## config.mk

```make
export PLATFORM = sky130hd
export DESIGN_NAME = alu_seq_ctrl
export DESIGN_NICKNAME = d
export VERILOG_FILES = /design/src/rtl/alu_seq_ctrl.sv
export SDC_FILE = /design/constraint.sdc
export NUM_CORES = 1
export LEC_CHECK = 0
export CAP_MARGIN = 10
export CORE_MARGIN = 5
export CORE_UTILIZATION = 48
export DETAILED_ROUTE_END_ITERATION = 8
export PLACE_DENSITY = 0.77
export SLEW_MARGIN = 5
export SYNTH_ARGS = -nofsm -noshare
export SYNTH_HDL_FRONTEND = slang
export SYNTH_SLANG_ARGS = --single-unit
```

## constraint.sdc

```tcl
create_clock -name i_clock -period 2 [get_ports i_clock]
set_clock_uncertainty 0.15 [all_clocks]
set_input_delay 0.2 -clock i_clock [delete_from_list [all_inputs] [get_ports i_clock]]
set_output_delay 0.2 -clock i_clock [all_outputs]
set_load 0.01 [all_outputs]
```

## src/rtl/alu_seq_ctrl.sv

```systemverilog
// alu_seq_ctrl: frames a byte stream (operand 1, operand 2, opcode) into
// registered ALU inputs, captures the combinational ALU result and hands it
// out on a valid/ready port with backpressure. Partial frames are dropped
// after TIMEOUT idle cycles (TIMEOUT == 0 disables the abort).
// Optional build macro: ALU_OPCODE_CHECK_EN (illegal opcodes give result 0
// and o_err = 1).
module alu_seq_ctrl #(
   parameter int unsigned NB_DATA = 8,
   parameter int unsigned NB_OP   = 6,
   parameter int unsigned NB_TMO  = 16,
   parameter int unsigned TIMEOUT = 1000
) (
   input  logic               i_clock,
   input  logic               i_reset,
   input  logic [NB_DATA-1:0] i_data,
   input  logic               i_valid,
   output logic               o_ready,
   output logic [NB_DATA-1:0] o_alu_ope1,
   output logic [NB_DATA-1:0] o_alu_ope2,
   output logic [NB_OP-1:0]   o_alu_opcode,
   input  logic [NB_DATA-1:0] i_alu_result,
   output logic [NB_DATA-1:0] o_result,
   output logic               o_result_valid,
   input  logic               i_result_ready,
   output logic               o_err,
   output logic               o_timeout
);

   typedef enum logic [2:0] {
      S_A    = 3'd0,
      S_B    = 3'd1,
      S_OP   = 3'd2,
      S_EXEC = 3'd3,
      S_OUT  = 3'd4
   } state_t;

   // Last idle count before a partial frame is aborted.
   localparam logic [NB_TMO-1:0] TMO_LAST =
      (TIMEOUT == 0) ? '0 : NB_TMO'(TIMEOUT - 1);
   localparam logic TMO_EN = (TIMEOUT != 0);

   state_t              r_state;
   logic                r_ready;
   logic [NB_DATA-1:0]  r_ope1;
   logic [NB_DATA-1:0]  r_ope2;
   logic [NB_OP-1:0]    r_opcode;
   logic [NB_DATA-1:0]  r_result;
   logic                r_result_valid;
   logic                r_err;
   logic                r_timeout;
   logic [NB_TMO-1:0]   r_tmo_cnt;

   logic                w_xfer;
   logic                w_tmo_hit;

`ifdef ALU_OPCODE_CHECK_EN
   logic                r_op_legal;

   // Legal opcode set of the downstream ALU.
   function automatic logic is_legal(input logic [NB_OP-1:0] op);
      case (op)
         NB_OP'(6'b100000), NB_OP'(6'b100010), NB_OP'(6'b100100),
         NB_OP'(6'b100101), NB_OP'(6'b100110), NB_OP'(6'b000011),
         NB_OP'(6'b000010), NB_OP'(6'b100111): is_legal = 1'b1;
         default:                              is_legal = 1'b0;
      endcase
   endfunction
`endif

   assign w_xfer    = i_valid && r_ready;
   assign w_tmo_hit = TMO_EN && !w_xfer && (r_tmo_cnt == TMO_LAST);

   // Frame sequencer, result capture and idle-timeout counter.
   always_ff @(posedge i_clock) begin
      if (!i_reset) begin
         r_state        <= S_A;
         r_ready        <= 1'b1;
         r_ope1         <= '0;
         r_ope2         <= '0;
         r_opcode       <= '0;
         r_result       <= '0;
         r_result_valid <= 1'b0;
         r_err          <= 1'b0;
         r_timeout      <= 1'b0;
         r_tmo_cnt      <= '0;
`ifdef ALU_OPCODE_CHECK_EN
         r_op_legal     <= 1'b0;
`endif
      end else begin
         r_timeout <= 1'b0;
         case (r_state)
            S_A: begin
               r_tmo_cnt <= '0;
               if (w_xfer) begin
                  r_ope1  <= i_data;
                  r_state <= S_B;
               end
            end
            S_B: begin
               if (w_xfer) begin
                  r_ope2    <= i_data;
                  r_tmo_cnt <= '0;
                  r_state   <= S_OP;
               end else if (w_tmo_hit) begin
                  r_tmo_cnt <= '0;
                  r_timeout <= 1'b1;
                  r_state   <= S_A;
               end else if (TMO_EN) begin
                  r_tmo_cnt <= r_tmo_cnt + NB_TMO'(1);
               end
            end
            S_OP: begin
               if (w_xfer) begin
                  r_opcode  <= i_data[NB_OP-1:0];
`ifdef ALU_OPCODE_CHECK_EN
                  r_op_legal <= is_legal(i_data[NB_OP-1:0]);
`endif
                  r_tmo_cnt <= '0;
                  r_ready   <= 1'b0;
                  r_state   <= S_EXEC;
               end else if (w_tmo_hit) begin
                  r_tmo_cnt <= '0;
                  r_timeout <= 1'b1;
                  r_state   <= S_A;
               end else if (TMO_EN) begin
                  r_tmo_cnt <= r_tmo_cnt + NB_TMO'(1);
               end
            end
            S_EXEC: begin
               r_tmo_cnt      <= '0;
`ifdef ALU_OPCODE_CHECK_EN
               if (r_op_legal) begin
                  r_result <= i_alu_result;
                  r_err    <= 1'b0;
               end else begin
                  r_result <= '0;
                  r_err    <= 1'b1;
               end
`else
               r_result       <= i_alu_result;
               r_err          <= 1'b0;
`endif
               r_result_valid <= 1'b1;
               r_state        <= S_OUT;
            end
            S_OUT: begin
               r_tmo_cnt <= '0;
               if (i_result_ready) begin
                  r_result_valid <= 1'b0;
                  r_ready        <= 1'b1;
                  r_state        <= S_A;
               end
            end
            default: begin
               r_tmo_cnt      <= '0;
               r_result_valid <= 1'b0;
               r_ready        <= 1'b1;
               r_state        <= S_A;
            end
         endcase
      end
   end

   assign o_ready        = r_ready;
   assign o_alu_ope1     = r_ope1;
   assign o_alu_ope2     = r_ope2;
   assign o_alu_opcode   = r_opcode;
   assign o_result       = r_result;
   assign o_result_valid = r_result_valid;
   assign o_err          = r_err;
   assign o_timeout      = r_timeout;

endmodule

```

==> key figures <==
Critical path
  • Reg2reg path depth: 6
  • Startpoint types: flop
  • Reg2Reg Launch Point: r_tmo_cnt[0]
  • CP Launch Point: r_tmo_cnt[0]
  • Bufs and invs on worst path: 1
  • Critical-path top delay cell: dfxtp_1
  • Cell chain of the critical path: ha_1, nor4b_1, nand4_1, nand2b_1, buf_4, nor2_1
  • FF-to-FF End: r_tmo_cnt[14]
  • R2r setup slk: 150 ps
  • Crit Path Max Fanout: 16
  • Crit path required time: between 2000 and 2500 ps
  • Critical Path Max Stage Delay: 380 ps
  • Worst setup EP type: flop
  • Arr. time, crit path: 1880 ps
  • CP delay by family, top: simple AND/OR/NAND/NOR gates
  • Crit Path Category: flop to flop

Clocking
  • Worst-skew pair later-pin latency: about 290 ps
  • CTS Buf Count: 5
  • H-tree levels: 2
  • Post-CTS Resized: 0
  • Clock root buffer: clkbuf_8
  • Setup Fix Bufs, Post-CTS: 0
  • Clk buf depth: 2
  • Hold_buf cts: 0
  • CTS tree: yes
  • CTS clk-pin slew, worst paths: 90 ps
  • Clk sinks: 52

Layout
  • Commonest non-fill, non-tap cells in the layout: 52 x clkdlybuf4s50_1, 52 x dfxtp_1, 31 x nor2b_1
  • Area grow syn2layout: 33.2%
  • # diodes: 0
  • Post-layout util: 65.1%
  • Layout fillers: 379
  • Share of layout cells above drive strength 1: 6.02%
  • Final nets: 286

Synthesis
  • Largest family of logic cells by synthesized area: simple AND/OR/NAND/NOR gates
  • Compound-Gate Fraction of Synth Area: between 1.5 and 2%
  • Most used DFF post-synth: dfxtp_1
  • Synth top area share: ~50%
  • Count of unique library cells instantiated by Yosys: 33
  • Seq/Total Area, Yosys: 49.3%
  • EDFF count, synth: 0
  • Post-Syn Instances: ~210
  • Post-synthesis simple-gate area fraction: roughly a quarter
  • Synth async-reset ratio: 0%
  • Area leader, netlist: dfxtp_1
  • Ranking of synthesized cells by area: dfxtp_1 49%, mux2i_1 14%, nor2b_1 9.2%
  • Post-synth net total: roughly 230
  • #FFs+latches synth: 52
  • Fraction of synthesized area in multiplexers: 14.2%
  • Xor/xnor share of the synthesized area: between 6 and 7%
  • Mapped Area: 2110 um^2
  • Adder-cell share of the synthesized area: less than 1%
  • Mapped Avg Cell Area: 10.2 um^2
  • Synth warn: 0

Timing
  • Max Slew Vio Count: 0
  • RSZ-0062 raised after global routing: false
  • Final min period: 1850 ps
  • Setup TNS: 0 ps
  • Hold_ws: around 300 ps
  • Final Hold Viols: 0
  • Fmax: 0.542 GHz
  • Fin worst setup slack: about 150 ps
  • Fin crit share: between 90% and 100%
  • Final setup viols: 0

Pwr
  • Leak Pwr: 1.03 nW
  • Flop pwr share: between 50% and 60%
  • Share of total power in the clock network: about a third
  • P_int: 1.60 mW
  • Peak supply drop: 465 uV
  • Final Power: just over 2 mW
  • Cell Pwr Density: 731 nW/um^2
  • Comb pwr share: ~13%
  • Net Sw Frac: 22.3%
  • Switching power: 0.458 mW

Place
  • Pre-CTS setup slack: 99.0 ps
  • Routability Congestion: 0.783
  • Post-DP HPWL: 3200 um
  • Buffers on Ports: 52

Drt
  • Vias per cell: between 4 and 5
  • Final ANT Viol Nets: 0
  • Initial DRC Count: 85
  • Via Count: 1,581
  • Final wirelength: 4420 um
  • Routed length per instance: ~14 um
  • DR pass1 iterations: 4
  • DR DRC count: 0

Die
  • Core area: 4320 um^2
  • IO Pins: 54
  • Die Span Y: 76.4 um
  • Initial Util: 48.9%
  • Die area: 5830 um^2
  • Die W: 76.4 um
  • Row count: 24

Min path
  • Min-Delay Path Class: flop to flop
  • Hold Path Origin: o_result_valid
  • Worst hold stages: 2
  • Hold Path End: o_result_valid

GRT
  • Vias in the first global route: 1,601
  • First-pass GRT wire length: approximately 7400 um
  • Pin count of the biggest net entering global routing: 31
  • Overall routing resource usage: 15.4%
  • Initial antenna violation count: 0
  • GRT overflow: 0

Outcome
  • Outcome: finished, final reports clean

Flow run
  • Max Cap Viol: 0
-- worst max path at each step --
stage / to / slack [ps] / cells after the start
final: r_tmo_cnt[14] / 150 / 6
after global placement: o_alu_ope1[2] / 140 / 6
after CTS: r_tmo_cnt[14] / 130 / 6
after floorplan: r_tmo_cnt[15] / 380 / 7
after global routing: r_tmo_cnt[7] / 10 / 6
after detailed placement: o_alu_ope1[4] / 100 / 6
-- power groups by stage --
| stage | Combinational (mW) | Clock (mW) | Sequential [mW] |
|---|---|---|---|
| 3_5_place_dp | 0.268 | 0 | 1.12 |
| 4_1_cts | 0.268 | 0.711 | 1.10 |
| 5_1_grt | 0.286 | 0.768 | 1.10 |
| 3_3_place_gp | 0.262 | 0 | 1.12 |
| 2_1_floorplan | 0.126 | 0 | 1.13 |
| 6_report | 0.265 | 0.695 | 1.10 |
-- cells by family after synthesis --
logic type,after synthesis
flip-flops,52
other,1
adder cells (fa/ha/maj),1
multiplexers,30
XOR/XNOR,15
buffers and inverters,13
AND/OR/NAND/NOR,90
AO/OA/AOI/OAI,6
-- worst register-to-register path: cells and delay by family (launching register included) --
family | cells | cell delay (ps)
adder cells (fa/ha/maj) | 1 | 240
buffers and inverters | 1 | 220
flip-flops | 1 | 380
AND/OR/NAND/NOR | 4 | 750
-- layer usage --
metal	GRT usage [%]	share of wire [%]	wire length, um	up-vias
met2	23.1	44	1960	40
li1	-	-	-	812
met4	4.20	0.77	34	0
met3	6.03	7.6	335	2
met1	20.4	47	2090	727
met5	0	0	0	-
-- flip-flops by register name (all words and copies together) (netlist names) --
register	flops
o_timeout	1
r_tmo_cnt	16
o_ready	1
o_alu_opcode	6
o_result_valid	1
o_alu_ope2	8
r_state	3
o_result	8
o_alu_ope1	8
-- Yosys cell counts, drive strengths merged (2+ instances only) --
library cell	instances
xnor2	8
and4	2
nor3	3
xor2	7
mux2i	30
nor3b	3
nand3	6
nor2b	31
buf	6
nand4	6
nor4	3
nor4b	3
clkbuf	3
nor2	21
dfxtp	52
nand2	8
inv	4
-- through the flow --
stage                     instances  cell area, um^2
after floorplan                 208             2110
after global placement          310             2710
after detailed placement        310             2710
after CTS                       318             2810
after global routing            318             2810
final                           318             2810
-- area by class of cell --
type,instances,area [um^2],area share (%)
multi-input combinational,143,1000,35.5
clock inverter,2,35.0,1.24
tap,52,65.1,2.31
clock buffer,6,72.6,2.58
sequential,52,1040,37.0
timing repair buffer,59,586,20.8
inverter,4,15.0,0.534
(Power assumes the default switching activity.)
